[src/rtl/ram_test_master.sv]
// Avalon-MM RAM test master: writes seed+idx across a word window, reads it back
// in a pipelined pass and reports the mismatch count and first failing address.
module ram_test_master #(
  parameter int ADDR_W = 13,
  parameter int DATA_W = 32,
  parameter int DEPTH  = 5120
) (
  input  logic              clk,
  input  logic              reset,
  input  logic              start,
  input  logic [ADDR_W-1:0] base_addr,
  input  logic [13:0]       length,
  input  logic [DATA_W-1:0] seed,
  output logic              busy,
  output logic              done,
  output logic              pass,
  output logic              cfg_err,
  output logic [13:0]       err_count,
  output logic [ADDR_W-1:0] first_err_addr,
  output logic [ADDR_W-1:0] avm_address,
  output logic              avm_chipselect,
  output logic              avm_write,
  output logic              avm_read,
  output logic [3:0]        avm_byteenable,
  output logic [DATA_W-1:0] avm_writedata,
  input  logic [DATA_W-1:0] avm_readdata,
  input  logic              avm_waitrequest
);

  typedef enum logic [2:0] {IDLE, WRITE, READ, DRAIN, DONE} state_t;

  localparam int SUM_W = ((ADDR_W > 14) ? ADDR_W : 14) + 1;

  state_t            state_q, state_d;
  logic [13:0]       idx_q, idx_d;
  logic [13:0]       len_q, len_d;
  logic [ADDR_W-1:0] base_q, base_d;
  logic [DATA_W-1:0] seed_q, seed_d;
  logic              rd_pending_q, rd_pending_d;
  logic [DATA_W-1:0] exp_data_q, exp_data_d;
  logic [ADDR_W-1:0] exp_addr_q, exp_addr_d;
  logic              busy_q, busy_d;
  logic              done_q, done_d;
  logic              pass_q, pass_d;
  logic              cfg_err_q, cfg_err_d;
  logic [13:0]       err_count_q, err_count_d;
  logic [ADDR_W-1:0] first_err_addr_q, first_err_addr_d;
  logic [ADDR_W-1:0] avm_address_q, avm_address_d;
  logic              avm_chipselect_q, avm_chipselect_d;
  logic              avm_write_q, avm_write_d;
  logic              avm_read_q, avm_read_d;
  logic [3:0]        avm_byteenable_q, avm_byteenable_d;
  logic [DATA_W-1:0] avm_writedata_q, avm_writedata_d;

  logic [SUM_W-1:0]  end_sum;
  logic              cfg_bad;
  logic              is_last;
  logic              mismatch;

  assign end_sum  = SUM_W'(base_addr) + SUM_W'(length);
  assign cfg_bad  = (length == 14'd0) || (end_sum > SUM_W'(DEPTH));
  assign is_last  = (idx_q == (len_q - 14'd1));
  assign mismatch = rd_pending_q && (avm_readdata != exp_data_q);

  always_comb begin
    state_d          = state_q;
    idx_d            = idx_q;
    len_d            = len_q;
    base_d           = base_q;
    seed_d           = seed_q;
    rd_pending_d     = 1'b0;
    exp_data_d       = exp_data_q;
    exp_addr_d       = exp_addr_q;
    busy_d           = busy_q;
    done_d           = done_q;
    pass_d           = pass_q;
    cfg_err_d        = cfg_err_q;
    err_count_d      = err_count_q;
    first_err_addr_d = first_err_addr_q;

    // The compare of the previous cycle's read runs alongside READ and DRAIN.
    if (mismatch) begin
      err_count_d = err_count_q + 14'd1;
      if (err_count_q == 14'd0) begin
        first_err_addr_d = exp_addr_q;
      end
    end

    case (state_q)
      IDLE, DONE: begin
        if (start) begin
          base_d           = base_addr;
          len_d            = length;
          seed_d           = seed;
          idx_d            = 14'd0;
          err_count_d      = 14'd0;
          first_err_addr_d = '0;
          pass_d           = 1'b0;
          if (cfg_bad) begin
            state_d   = DONE;
            busy_d    = 1'b0;
            done_d    = 1'b1;
            cfg_err_d = 1'b1;
          end else begin
            state_d   = WRITE;
            busy_d    = 1'b1;
            done_d    = 1'b0;
            cfg_err_d = 1'b0;
          end
        end
      end
      WRITE: begin
        if (!avm_waitrequest) begin
          if (is_last) begin
            state_d = READ;
            idx_d   = 14'd0;
          end else begin
            idx_d = idx_q + 14'd1;
          end
        end
      end
      READ: begin
        if (!avm_waitrequest) begin
          rd_pending_d = 1'b1;
          exp_data_d   = seed_q + DATA_W'(idx_q);
          exp_addr_d   = base_q + ADDR_W'(idx_q);
          if (is_last) begin
            state_d = DRAIN;
          end else begin
            idx_d = idx_q + 14'd1;
          end
        end
      end
      DRAIN: begin
        state_d = DONE;
        busy_d  = 1'b0;
        done_d  = 1'b1;
        pass_d  = (err_count_d == 14'd0) && !cfg_err_q;
      end
      default: state_d = IDLE;
    endcase

    // Bus outputs are registered from next-state values, so a stall holds them.
    avm_chipselect_d = (state_d == WRITE) || (state_d == READ);
    avm_write_d      = (state_d == WRITE);
    avm_read_d       = (state_d == READ);
    avm_byteenable_d = avm_chipselect_d ? 4'hF : 4'h0;
    avm_address_d    = avm_chipselect_d ? (base_d + ADDR_W'(idx_d)) : '0;
    avm_writedata_d  = avm_write_d ? (seed_d + DATA_W'(idx_d)) : '0;
  end

  always_ff @(posedge clk or posedge reset) begin
    if (reset) begin
      state_q          <= IDLE;
      idx_q            <= '0;
      len_q            <= '0;
      base_q           <= '0;
      seed_q           <= '0;
      rd_pending_q     <= 1'b0;
      exp_data_q       <= '0;
      exp_addr_q       <= '0;
      busy_q           <= 1'b0;
      done_q           <= 1'b0;
      pass_q           <= 1'b0;
      cfg_err_q        <= 1'b0;
      err_count_q      <= '0;
      first_err_addr_q <= '0;
      avm_address_q    <= '0;
      avm_chipselect_q <= 1'b0;
      avm_write_q      <= 1'b0;
      avm_read_q       <= 1'b0;
      avm_byteenable_q <= 4'h0;
      avm_writedata_q  <= '0;
    end else begin
      state_q          <= state_d;
      idx_q            <= idx_d;
      len_q            <= len_d;
      base_q           <= base_d;
      seed_q           <= seed_d;
      rd_pending_q     <= rd_pending_d;
      exp_data_q       <= exp_data_d;
      exp_addr_q       <= exp_addr_d;
      busy_q           <= busy_d;
      done_q           <= done_d;
      pass_q           <= pass_d;
      cfg_err_q        <= cfg_err_d;
      err_count_q      <= err_count_d;
      first_err_addr_q <= first_err_addr_d;
      avm_address_q    <= avm_address_d;
      avm_chipselect_q <= avm_chipselect_d;
      avm_write_q      <= avm_write_d;
      avm_read_q       <= avm_read_d;
      avm_byteenable_q <= avm_byteenable_d;
      avm_writedata_q  <= avm_writedata_d;
    end
  end

  assign busy           = busy_q;
  assign done           = done_q;
  assign pass           = pass_q;
  assign cfg_err        = cfg_err_q;
  assign err_count      = err_count_q;
  assign first_err_addr = first_err_addr_q;
  assign avm_address    = avm_address_q;
  assign avm_chipselect = avm_chipselect_q;
  assign avm_write      = avm_write_q;
  assign avm_read       = avm_read_q;
  assign avm_byteenable = avm_byteenable_q;
  assign avm_writedata  = avm_writedata_q;

endmodule

[config.mk]
export PLATFORM = sky130hd
export DESIGN_NAME = ram_test_master
export DESIGN_NICKNAME = d
export VERILOG_FILES = /design/src/rtl/ram_test_master.sv
export SDC_FILE = /design/constraint.sdc
export NUM_CORES = 1
export LEC_CHECK = 0
export CAP_MARGIN = 20
export CORE_ASPECT_RATIO = 1.25
export CORE_MARGIN = 2
export CORE_UTILIZATION = 40
export CTS_BUF_LIST = sky130_fd_sc_hd__clkbuf_4
export DETAILED_ROUTE_END_ITERATION = 8
export GPL_TIMING_DRIVEN = 0
export PLACE_DENSITY_LB_ADDON = 0.1
export SKIP_LAST_GASP = 1
export SYNTH_ARGS = -nofsm -noshare
export SYNTH_HDL_FRONTEND = slang
export SYNTH_SLANG_ARGS = --single-unit
[constraint.sdc]
create_clock -name clk -period 8.69 [get_ports clk]
set_clock_uncertainty 0.2 [all_clocks]
set_input_delay 1.3035 -clock clk [delete_from_list [all_inputs] [get_ports clk]]
set_output_delay 1.3035 -clock clk [all_outputs]
set_load 0.05 [all_outputs]
==> flow_summary.json, run 1 <==
{
  "max_cap_viol_count": 0,
  "place_area_sq_um": 14700,
  "hold_buffers": 0,
  "grt_pass1_wl_microns": 57700,
  "wl_met1_microns": 16300,
  "ys_seq_area_frac": 0.407,
  "synth_area_leader_cell": "dfrtp_1",
  "ant_nets": 0,
  "wl_met3_microns": 1840,
  "post-synth-top-area-fraction": 0.407,
  "rows": 71,
  "drc": 0,
  "first_pass_iters": 5,
  "grt_setup_unrepaired": "no",
  "core_sq_um": 30300,
  "crit_top_cell": "clkbuf_1",
  "die_height_microns": 200,
  "path_cells": "clkdlybuf4s50_1 > nor3b_2 > clkbuf_1 > clkbuf_1 > buf_1 > clkbuf_1 > buf_1 > nand2_1 > nand2_1 > ha_1 > ha_1 > a2111oi_1 > a211o_1 > o31ai_4 > a31oi_4 > nor4_2 > xnor2_1 > nor2_1",
  "ys.flop_type": "dfrtp_1",
  "drtIter0Drc": 593,
  "vias": 10485,
  "grt_remaining_overflow": 0,
  "criticalPathCategory": "in -> reg",
  "setup_viol": 0,
  "slew_headroom": 0.324,
  "ctsResizeCount": 0,
  "top_layer_used": "met5",
  "drt_wl_total_microns": 36400,
  "cts-root-buf": "clkbuf_4",
  "final_core_util": 0.506,
  "grt_pass1_vias": 10640,
  "reg2reg_slack_ps": 1900,
  "synth-edff-count": 0,
  "max_freq_mhz": 138,
  "syn-mean-instance-area_sq_um": 8.99,
  "wire_per_inst_microns": 17.8,
  "path_max_fanout": 10,
  "antenna_found_initial": 2,
  "syn_nets": 1537,
  "io_pins": 178,
  "drv_slew": 0,
  "postCtsSetupRepairBufs": 0,
  "synthTopCellsByArea": "dfrtp_1 (41%), xnor2_1 (7.7%), nand2_1 (7.1%), ha_1 (6.6%), nor2_1 (4.0%)",
  "syn-instance-count": 1374,
  "worstSkewPairLatency_ps": 740,
  "hold_class": "reg -> reg",
  "ys_types": 84,
  "worstMarginPinSlew_ps": 1010,
  "cp-start-kind": "input port",
  "nets": 1771,
  "viasPerCell": 5.11,
  "min_period_ps": 7270,
  "crit_required_ps": 9030,
  "final_layout_size_suffix_gt1_frac": 0.0770,
  "die_area_sq_um": 32300,
  "crit_slowest_cell": "clkbuf_1",
  "cts_buffer_depth": 3,
  "cp_slowest_stage_delay_ps": 820,
  "cts_tree": "built",
  "outcome": "finished, final reports clean",
  "grt_max_degree": 125,
  "cts_inserted_buffers": 55,
  "ys_seq_elements": 201,
  "crit_arrival_ps": 7610,
  "track_usage": 0.227,
  "gp_congestion": 0.882,
  "start_util": 0.408,
  "hold_violations": 0,
  "p_per_area_nw_per_um2": 176,
  "p_leak_uw": 0.00684,
  "clk_pin_slew_worst_paths_ps": 70,
  "port_buffers": 176,
  "syn-cell-area_sq_um": 12400,
  "die_w_microns": 161,
  "ys_warn_count": 0,
  "async_reset_ff_frac": 1.00,
  "dp_hpwl_microns": 27800,
  "wl_met2_microns": 17100,
  "area_growth_pct": 24.2,
  "clock_sinks": 201,
  "htreeDepth": 2,
  "vdd_drop_max_uv": 109,
  "cp-end-kind": "flip-flop",
  "min_period_over_period": 0.836,
  "fin_area_sq_um": 15300
}
-- through the flow --
step	TNS [ps]	instances	worst slack (ps)	total power [uW]	hold slack [ps]
finish	0	2052	1420	2700	282
global route	0	2052	1110	2860	303
detailed placement	0	1952	719	1880	271
CTS	0	2051	1460	2730	286
global placement	-235270	1951	-1180	1870	264
floorplan	0	1374	1700	1620	245
-- critical path, delay by kind of cell --
family                     cells  cell delay [ps]
buffers and inverters          6             3630
and+or+nand+nor                5             1140
AOI/OAI and AO/OA              4              970
adders and majority gates      2              360
xor gates and xnor gates       1              160
-- kinds of logic after synthesis --
logic type,synth area share
and+or+nand+nor,0.210
AOI/OAI and AO/OA,0.142
xor gates and xnor gates,0.108
adders and majority gates,0.0715
buffers and inverters,0.0374
muxes,0.0237
DFF,0.407
-- where the power goes --
part           internal (uW)  switching [uW]
clock                    420             412
sequential              1030            83.0
combinational            288             469
total                   1730             964
-- per-layer routing --
| metal | vias to the layer above | track usage |
|---|---|---|
| met3 | 69 | 0.0409 |
| met4 | 2 | 0.0883 |
| li1 | 5224 | - |
| met2 | 273 | 0.377 |
| met5 | - | 0 |
| met1 | 4917 | 0.295 |
-- cell usage after synthesis (3+ instances only) --
cell type / number
or2_2: 4
a21boi_0: 4
nand2b_1: 20
clkbuf_1: 36
o21ai_1: 6
o21ai_0: 87
and3_1: 21
a211oi_1: 6
mux2i_1: 27
nor2_1: 133
fa_1: 3
nor2b_1: 12
nand4b_1: 3
o31ai_1: 16
a22o_1: 8
o21a_1: 5
xnor2_1: 108
a31oi_1: 10
o211ai_1: 3
nor3_1: 18
nand3b_1: 7
o41ai_1: 3
nor3b_1: 3
a211o_1: 5
buf_1: 6
a21o_1: 15
and4_1: 4
ha_1: 65
xor2_1: 42
or4_1: 5
buf_4: 4
nand4_1: 20
inv_1: 66
nor4_2: 3
o21bai_1: 6
and2_1: 9
or3_1: 7
a21oi_1: 51
nor4_4: 3
dfrtp_1: 201
nor4_1: 6
nand3_1: 21
nand2_1: 233
-- sequential cells by signal (all words and copies together), names as in the netlist, 3 cells and up --
| name | cells |
|---|---|
| base_q | 13 |
| err_count | 14 |
| seed_q | 32 |
| first_err_addr | 13 |
| exp_data_q | 32 |
| idx_q | 14 |
| state_q | 3 |
| avm_writedata | 32 |
| avm_address | 13 |
| len_q | 14 |
| exp_addr_q | 13 |
-- final cells by class --
class,count,area (sq um)
antenna,1,2.50
buffer,49,209
clock buffer,79,593
clock inverter,20,91.3
fill,2960,15000
inverter,67,260
multi-input combinational,1057,6860
sequential,201,5030
tap,401,502
timing repair buffer,177,1790
-- layout by cell type, fill, tap and decap left out, types with 7 or more instances in the layout --
cell / Yosys / routed
dfrtp_1: 201 / 201
nor2b_1: 12 / 12
a21o_1: 15 / 15
nand3_1: 21 / 21
xnor2_1: 108 / 108
o31ai_1: 16 / 16
nand2b_1: 20 / 20
ha_1: 65 / 65
and2_1: 9 / 9
a31oi_1: 10 / 10
clkinv_1: 0 / 15
a21oi_1: 51 / 51
clkbuf_4: 0 / 79
nand4_1: 20 / 20
mux2i_1: 27 / 27
or3_1: 7 / 7
nor3_1: 18 / 18
clkdlybuf4s50_1: 0 / 176
and3_1: 21 / 21
nand3b_1: 7 / 7
xor2_1: 42 / 42
a22o_1: 8 / 8
nand2_1: 233 / 233
o21ai_0: 87 / 87
clkbuf_1: 36 / 36
inv_1: 66 / 65
nor2_1: 133 / 133
-- path summary, 6_finish.rpt --
check / cells past startpoint / from / to
min in group asynchronous: 2 / reset / err_count[0]$_DFF_PP0_
worst min-delay path: 2 / exp_addr_q[6]$_DFFE_PP0P_ / exp_addr_q[6]$_DFFE_PP0P_
max in group asynchronous: 3 / reset / avm_writedata[3]$_DFF_PP0_
worst max-delay path: 18 / start / avm_writedata[30]$_DFF_PP0_
worst min register to register: 2 / exp_addr_q[6]$_DFFE_PP0P_ / exp_addr_q[6]$_DFFE_PP0P_
worst max register to register: 18 / state_q[1]$_DFF_PP0_ / avm_writedata[30]$_DFF_PP0_
No activity file was read; power rests on OpenSTA's default activity.
==> inputs of run 2 (changes only) <==
Clock period 8.69 ns to 5.9 ns, I/O delays scaled along.
==> flow_summary.json, run 2 (synthesized netlist as in run 1, its figures left out) <==
{
  "cp.depth": 16,
  "track_usage": 0.229,
  "htreeDepth": 2,
  "viasPerCell": 5.15,
  "p_leak_uw": 0.00687,
  "max_cap_viol_count": 0,
  "min_period_ps": 5520,
  "reg2reg_slack_ps": 440,
  "crit_arrival_ps": 5920,
  "first_pass_iters": 5,
  "clock_sinks": 201,
  "dp_hpwl_microns": 28300,
  "crit_family": "buffers and inverters",
  "p_per_area_nw_per_um2": 259,
  "mostFrequentLayoutCells": "nand2_1 (233), dfrtp_1 (201), clkdlybuf4s50_1 (176)",
  "ant_nets": 0,
  "worst_slack_ps": 376,
  "cts_buffer_depth": 3,
  "p_comb_frac": 0.281,
  "gp_congestion": 0.874,
  "path_cells": "clkdlybuf4s50_1 > nor3b_4 > clkbuf_2 > clkbuf_4 > clkbuf_1 > clkbuf_1 > nand2_1 > nand2_1 > ha_1 > nand2_1 > o211ai_1 > a311oi_2 > o31ai_4 > nand4_1 > xor2_1 > nor2_1",
  "p_clk_frac": 0.310,
  "path_max_fanout": 19,
  "worstSkewPairLatency_ps": 700,
  "drv_slew": 0,
  "endpoint": "avm_writedata[31]$_DFF_PP0_",
  "min_period_over_period": 0.936,
  "worstMarginPinSlew_ps": 996,
  "setup_viol": 0,
  "rr_endpoint": "avm_writedata[31]$_DFF_PP0_",
  "cts_inserted_buffers": 53,
  "grt_pass1_wl_microns": 58300,
  "postCtsSetupRepairBufs": 0,
  "place_ws_ps": -1580,
  "r2r_cells": 19,
  "layout_commonest_cell": "nand2_1",
  "crit_top_cell": "nand2_1",
  "grt_max_degree": 43,
  "crit_required_ps": 6300,
  "switching_share": 0.348,
  "nets": 1772,
  "crit_start": "start",
  "cp-end-kind": "flip-flop",
  "crit_buf_inv": 5,
  "cts_tree": "built",
  "grt_setup_unrepaired": "no",
  "cp_slowest_stage_delay_ps": 620,
  "rr_startpoint": "len_q[0]$_DFFE_PP0P_",
  "power_frac_seq": 0.410,
  "cts-root-buf": "clkbuf_4",
  "hold_violations": 0,
  "intPower_uw": 2600,
  "cp-start-kind": "input port",
  "criticalPathCategory": "in -> reg",
  "area_growth_pct": 24.7,
  "num-fill-cells": 2932,
  "grt_remaining_overflow": 0,
  "drc": 0,
  "drtIter0Drc": 548,
  "clk_pin_slew_worst_paths_ps": 60,
  "die_area_sq_um": 32300,
  "port_buffers": 176,
  "core_sq_um": 30300,
  "antenna_found_initial": 3,
  "start_util": 0.408,
  "grt_pass1_vias": 10760,
  "wire_per_inst_microns": 17.8,
  "fin_area_sq_um": 15400,
  "place_area_sq_um": 14700,
  "switching_power_uw": 1390,
  "vias": 10547,
  "drt_wl_total_microns": 36400,
  "io_pins": 178,
  "slew_headroom": 0.336,
  "crit_slowest_cell": "o31ai_4",
  "rows": 71,
  "die_w_microns": 161,
  "vdd_drop_max_uv": 147,
  "max_freq_mhz": 181,
  "hold_class": "reg -> reg",
  "outcome": "finished, final reports clean",
  "final_layout_size_suffix_gt1_frac": 0.0809,
  "die_height_microns": 200
}
==> run 2: worst min path at each step <==
stage / start / end / slack, ps / depth (start not counted)
3_3_place_gp: exp_addr_q[8]$_DFFE_PP0P_ / exp_addr_q[8]$_DFFE_PP0P_ / 260 / 2
5_1_grt: exp_addr_q[4]$_DFFE_PP0P_ / exp_addr_q[4]$_DFFE_PP0P_ / 310 / 2
4_1_cts: exp_addr_q[2]$_DFFE_PP0P_ / exp_addr_q[2]$_DFFE_PP0P_ / 290 / 2
2_1_floorplan: exp_addr_q[0]$_DFFE_PP0P_ / exp_addr_q[0]$_DFFE_PP0P_ / 250 / 2
6_report: exp_addr_q[9]$_DFFE_PP0P_ / exp_addr_q[9]$_DFFE_PP0P_ / 280 / 2
3_5_place_dp: done$_DFFE_PP0P_ / done$_DFFE_PP0P_ / 270 / 1
==> run 2: area by class of cell <==
class | instances | area [sq um] | area share
Inverter | 67 | 256 | 0.0167
Multi-Input combinational cell | 1057 | 6870 | 0.446
Tap cell | 401 | 502 | 0.0326
Clock inverter | 8 | 60.1 | 0.00390
Buffer | 48 | 211 | 0.0137
Clock buffer | 81 | 608 | 0.0395
Sequential cell | 201 | 5030 | 0.327
Timing Repair Buffer | 181 | 1860 | 0.121
Antenna cell | 2 | 5.00 | 0.000325
==> run 2: routing by layer <==
metal / up-vias / track usage / share of wire
li1: 5225 / - / -
met1: 4969 / 0.298 / 0.45
met2: 268 / 0.380 / 0.47
met3: 83 / 0.0403 / 0.047
met4: 2 / 0.0896 / 0.037
met5: - / 0 / 0.00036
==> run 2: timing repair <==
item	in CTS	in global routing
setup endpoints to repair	36	4
hold endpoints to repair	0	0
hold buffers	0	0
pin swaps	0	0
resized for setup	4	2
==> run 2: tightest hold or removal path: stages, from the launching register on <==
cell and delay, ps:
dfrtp_1 340, nand2_1 50, o21ai_0 60
==> run 2: power groups by stage <==
stage / combinational, uW / sequential [uW] / clock [uW]
global route: 1230 / 1650 / 1350
finish: 1120 / 1640 / 1240
CTS: 1130 / 1630 / 1280
floorplan: 631 / 1750 / 0
detailed placement: 1120 / 1660 / 0
global placement: 1100 / 1660 / 0
==> run 2: through the flow <==
step | setup TNS, ps | instances | power, uW | utilization | hold WS, ps
floorplan | 0 | 1374 | 2380 | - | 245
global route | 0 | 2046 | 4230 | 0.509 | 311
CTS | 0 | 2044 | 4040 | 0.508 | 289
global placement | -52410 | 1951 | 2760 | 0.483 | 263
finish | 0 | 2046 | 3990 | 0.509 | 281
detailed placement | -51580 | 1956 | 2780 | 0.486 | 273
==> inputs of run 3 (changes only) <==
--- a/config.mk
+++ b/config.mk
@@ -15,4 +15,5 @@
 export PLACE_DENSITY_LB_ADDON = 0.1
 export SKIP_LAST_GASP = 1
+export SLEW_MARGIN = 25
 export SYNTH_ARGS = -nofsm -noshare
 export SYNTH_HDL_FRONTEND = slang
==> constraint.sdc (replaced) <==
create_clock -name clk -period 6 [get_ports clk]
set_clock_uncertainty 0.2 [all_clocks]
set_input_delay 0.9 -clock clk [delete_from_list [all_inputs] [get_ports clk]]
set_output_delay 0.9 -clock clk [all_outputs]
set_load 0.01 [all_outputs]
==> flow_summary.json, run 3 (synthesized netlist as in run 1, its figures left out) <==
{
  "outcome": "finished, final reports clean",
  "first_pass_iters": 5,
  "rows": 71,
  "clk_pin_slew_worst_paths_ps": 70,
  "worstSkewPairLatency_ps": 690,
  "vdd_drop_max_uv": 154,
  "grt_pass1_vias": 10922,
  "drv_slew": 0,
  "vias": 10645,
  "p_per_area_nw_per_um2": 241,
  "min_period_over_period": 0.927,
  "cts_buffer_depth": 3,
  "final_layout_size_suffix_gt1_frac": 0.0802,
  "fin_hold_ws_ps": 281,
  "grt_util_met2": 0.373,
  "drt_wl_total_microns": 36500,
  "gr-max-usage-layer": "met2",
  "hold_buffers": 0,
  "hold_violations": 0,
  "start_util": 0.408,
  "grt_pass1_wl_microns": 58500,
  "finalSetupTns_ps": 0,
  "nets": 1774,
  "mostFrequentLayoutCells": "nand2_1 (233), dfrtp_1 (201), clkdlybuf4s50_1 (176)",
  "min_period_ps": 5560,
  "wire_per_inst_microns": 17.8,
  "finalPower_uw": 3720,
  "gr-usage-met3": 0.0432,
  "slew_headroom": 0.357,
  "setup_viol": 0,
  "grt_setup_unrepaired": "no",
  "drtIter0Drc": 536,
  "criticalPathCategory": "in -> reg",
  "track_usage": 0.230,
  "max_freq_mhz": 180,
  "cp-start-kind": "input port",
  "cts-root-buf": "clkbuf_4",
  "crit_arrival_ps": 5970,
  "antenna_found_initial": 2,
  "io_pins": 178,
  "die_area_sq_um": 32300,
  "cts_inserted_buffers": 53,
  "num-fill-cells": 2949,
  "grt_use_met1": 0.297,
  "die_height_microns": 200,
  "gp_congestion": 0.874,
  "worstMarginPinSlew_ps": 960,
  "grt_remaining_overflow": 0,
  "max_cap_viol_count": 0,
  "htreeDepth": 2,
  "final_core_util": 0.509,
  "ant_nets": 0,
  "crit_required_ps": 6410,
  "core_sq_um": 30300,
  "dp_hpwl_microns": 28500,
  "die_w_microns": 161,
  "cp-end-kind": "flip-flop",
  "p_leak_uw": 0.00688,
  "layout_commonest_cell": "nand2_1",
  "drc": 0,
  "area_growth_pct": 24.7,
  "clock_sinks": 201,
  "path_max_fanout": 19,
  "cts_tree": "built",
  "viasPerCell": 5.19,
  "grt_max_degree": 32,
  "hold_class": "reg -> reg",
  "postCtsSetupRepairBufs": 0,
  "port_buffers": 176
}
run 3: changes by cell type in the layout (fill, tap and decap cells not counted), sizes merged, moves of 2 or more:
cell and delta:
inv +2, clkbuf -7, clkinv +8, buf +2
run 3: where the power goes:
part | internal [uW] | total (uW) | leakage (uW) | switching (uW)
sequential | 1490 | 1610 | 0.00257 | 121
clock | 565 | 1140 | 0.000378 | 571
combinational | 426 | 972 | 0.00392 | 547
run 3: through the flow:
stage / worst slack, ps / cells / instance area [sq um]
3_3_place_gp: -1500 / 1951 / 14600
5_1_grt: 46.4 / 2049 / 15400
2_1_floorplan: 1000 / 1374 / 12400
3_5_place_dp: -1550 / 1958 / 14800
6_report: 441 / 2050 / 15400
4_1_cts: 71.9 / 2048 / 15400
run 3: routing by layer:
| layer | share of wire | routed length (microns) |
|---|---|---|
| met4 | 0.047 | 1710 |
| met2 | 0.46 | 16800 |
| met3 | 0.051 | 1850 |
| met5 | 0 | 0 |
| met1 | 0.44 | 16200 |
run 3: timing repair:
| action | CTS | global route |
|---|---|---|
| pin swaps | 0 | 0 |
| gates resized for setup | 5 | 0 |
| endpoints found under the setup margin | 36 | 24 |
| cloned | 0 | 0 |
run 3: cell type report:
type                    instances  area (sq um)  area share
inverters                      67           256      0.0167
clock buffers                  74           556      0.0361
well taps                     401           502      0.0326
repair buffers                183          1910       0.124
flip-flops and latches        201          5030       0.327
plain buffers                  48           210      0.0136
multi-input cells            1057          6870       0.446
clock inverters                16          63.8     0.00414
diodes                          3          7.51    0.000487
run 3: worst max-delay path: stages:
cell and delay [ps]:
clkdlybuf4s50_1 540, nor3b_4 470, clkbuf_2 430, clkbuf_2 610
clkbuf_2 380, clkbuf_1 480, nand2_1 110, nand2_1 90
ha_1 200, nand2_1 70, o211ai_1 260, a311oi_2 210
o31ai_4 630, nand4_1 220, xor2_1 190, nor2_1 130
run 3: path summary, 6_finish.rpt:
check	depth (start not counted)	slack (ps)	endpoint	start
max in group asynchronous	5	4120	len_q[3]$_DFFE_PP0P_	reset
hold / removal	2	280	exp_addr_q[9]$_DFFE_PP0P_	exp_addr_q[9]$_DFFE_PP0P_
setup reg to reg	20	570	avm_writedata[31]$_DFF_PP0_	len_q[0]$_DFFE_PP0P_
hold reg to reg	2	280	exp_addr_q[9]$_DFFE_PP0P_	exp_addr_q[9]$_DFFE_PP0P_
setup / recovery	16	440	avm_writedata[31]$_DFF_PP0_	start
min in group asynchronous	2	470	avm_writedata[21]$_DFF_PP0_	reset
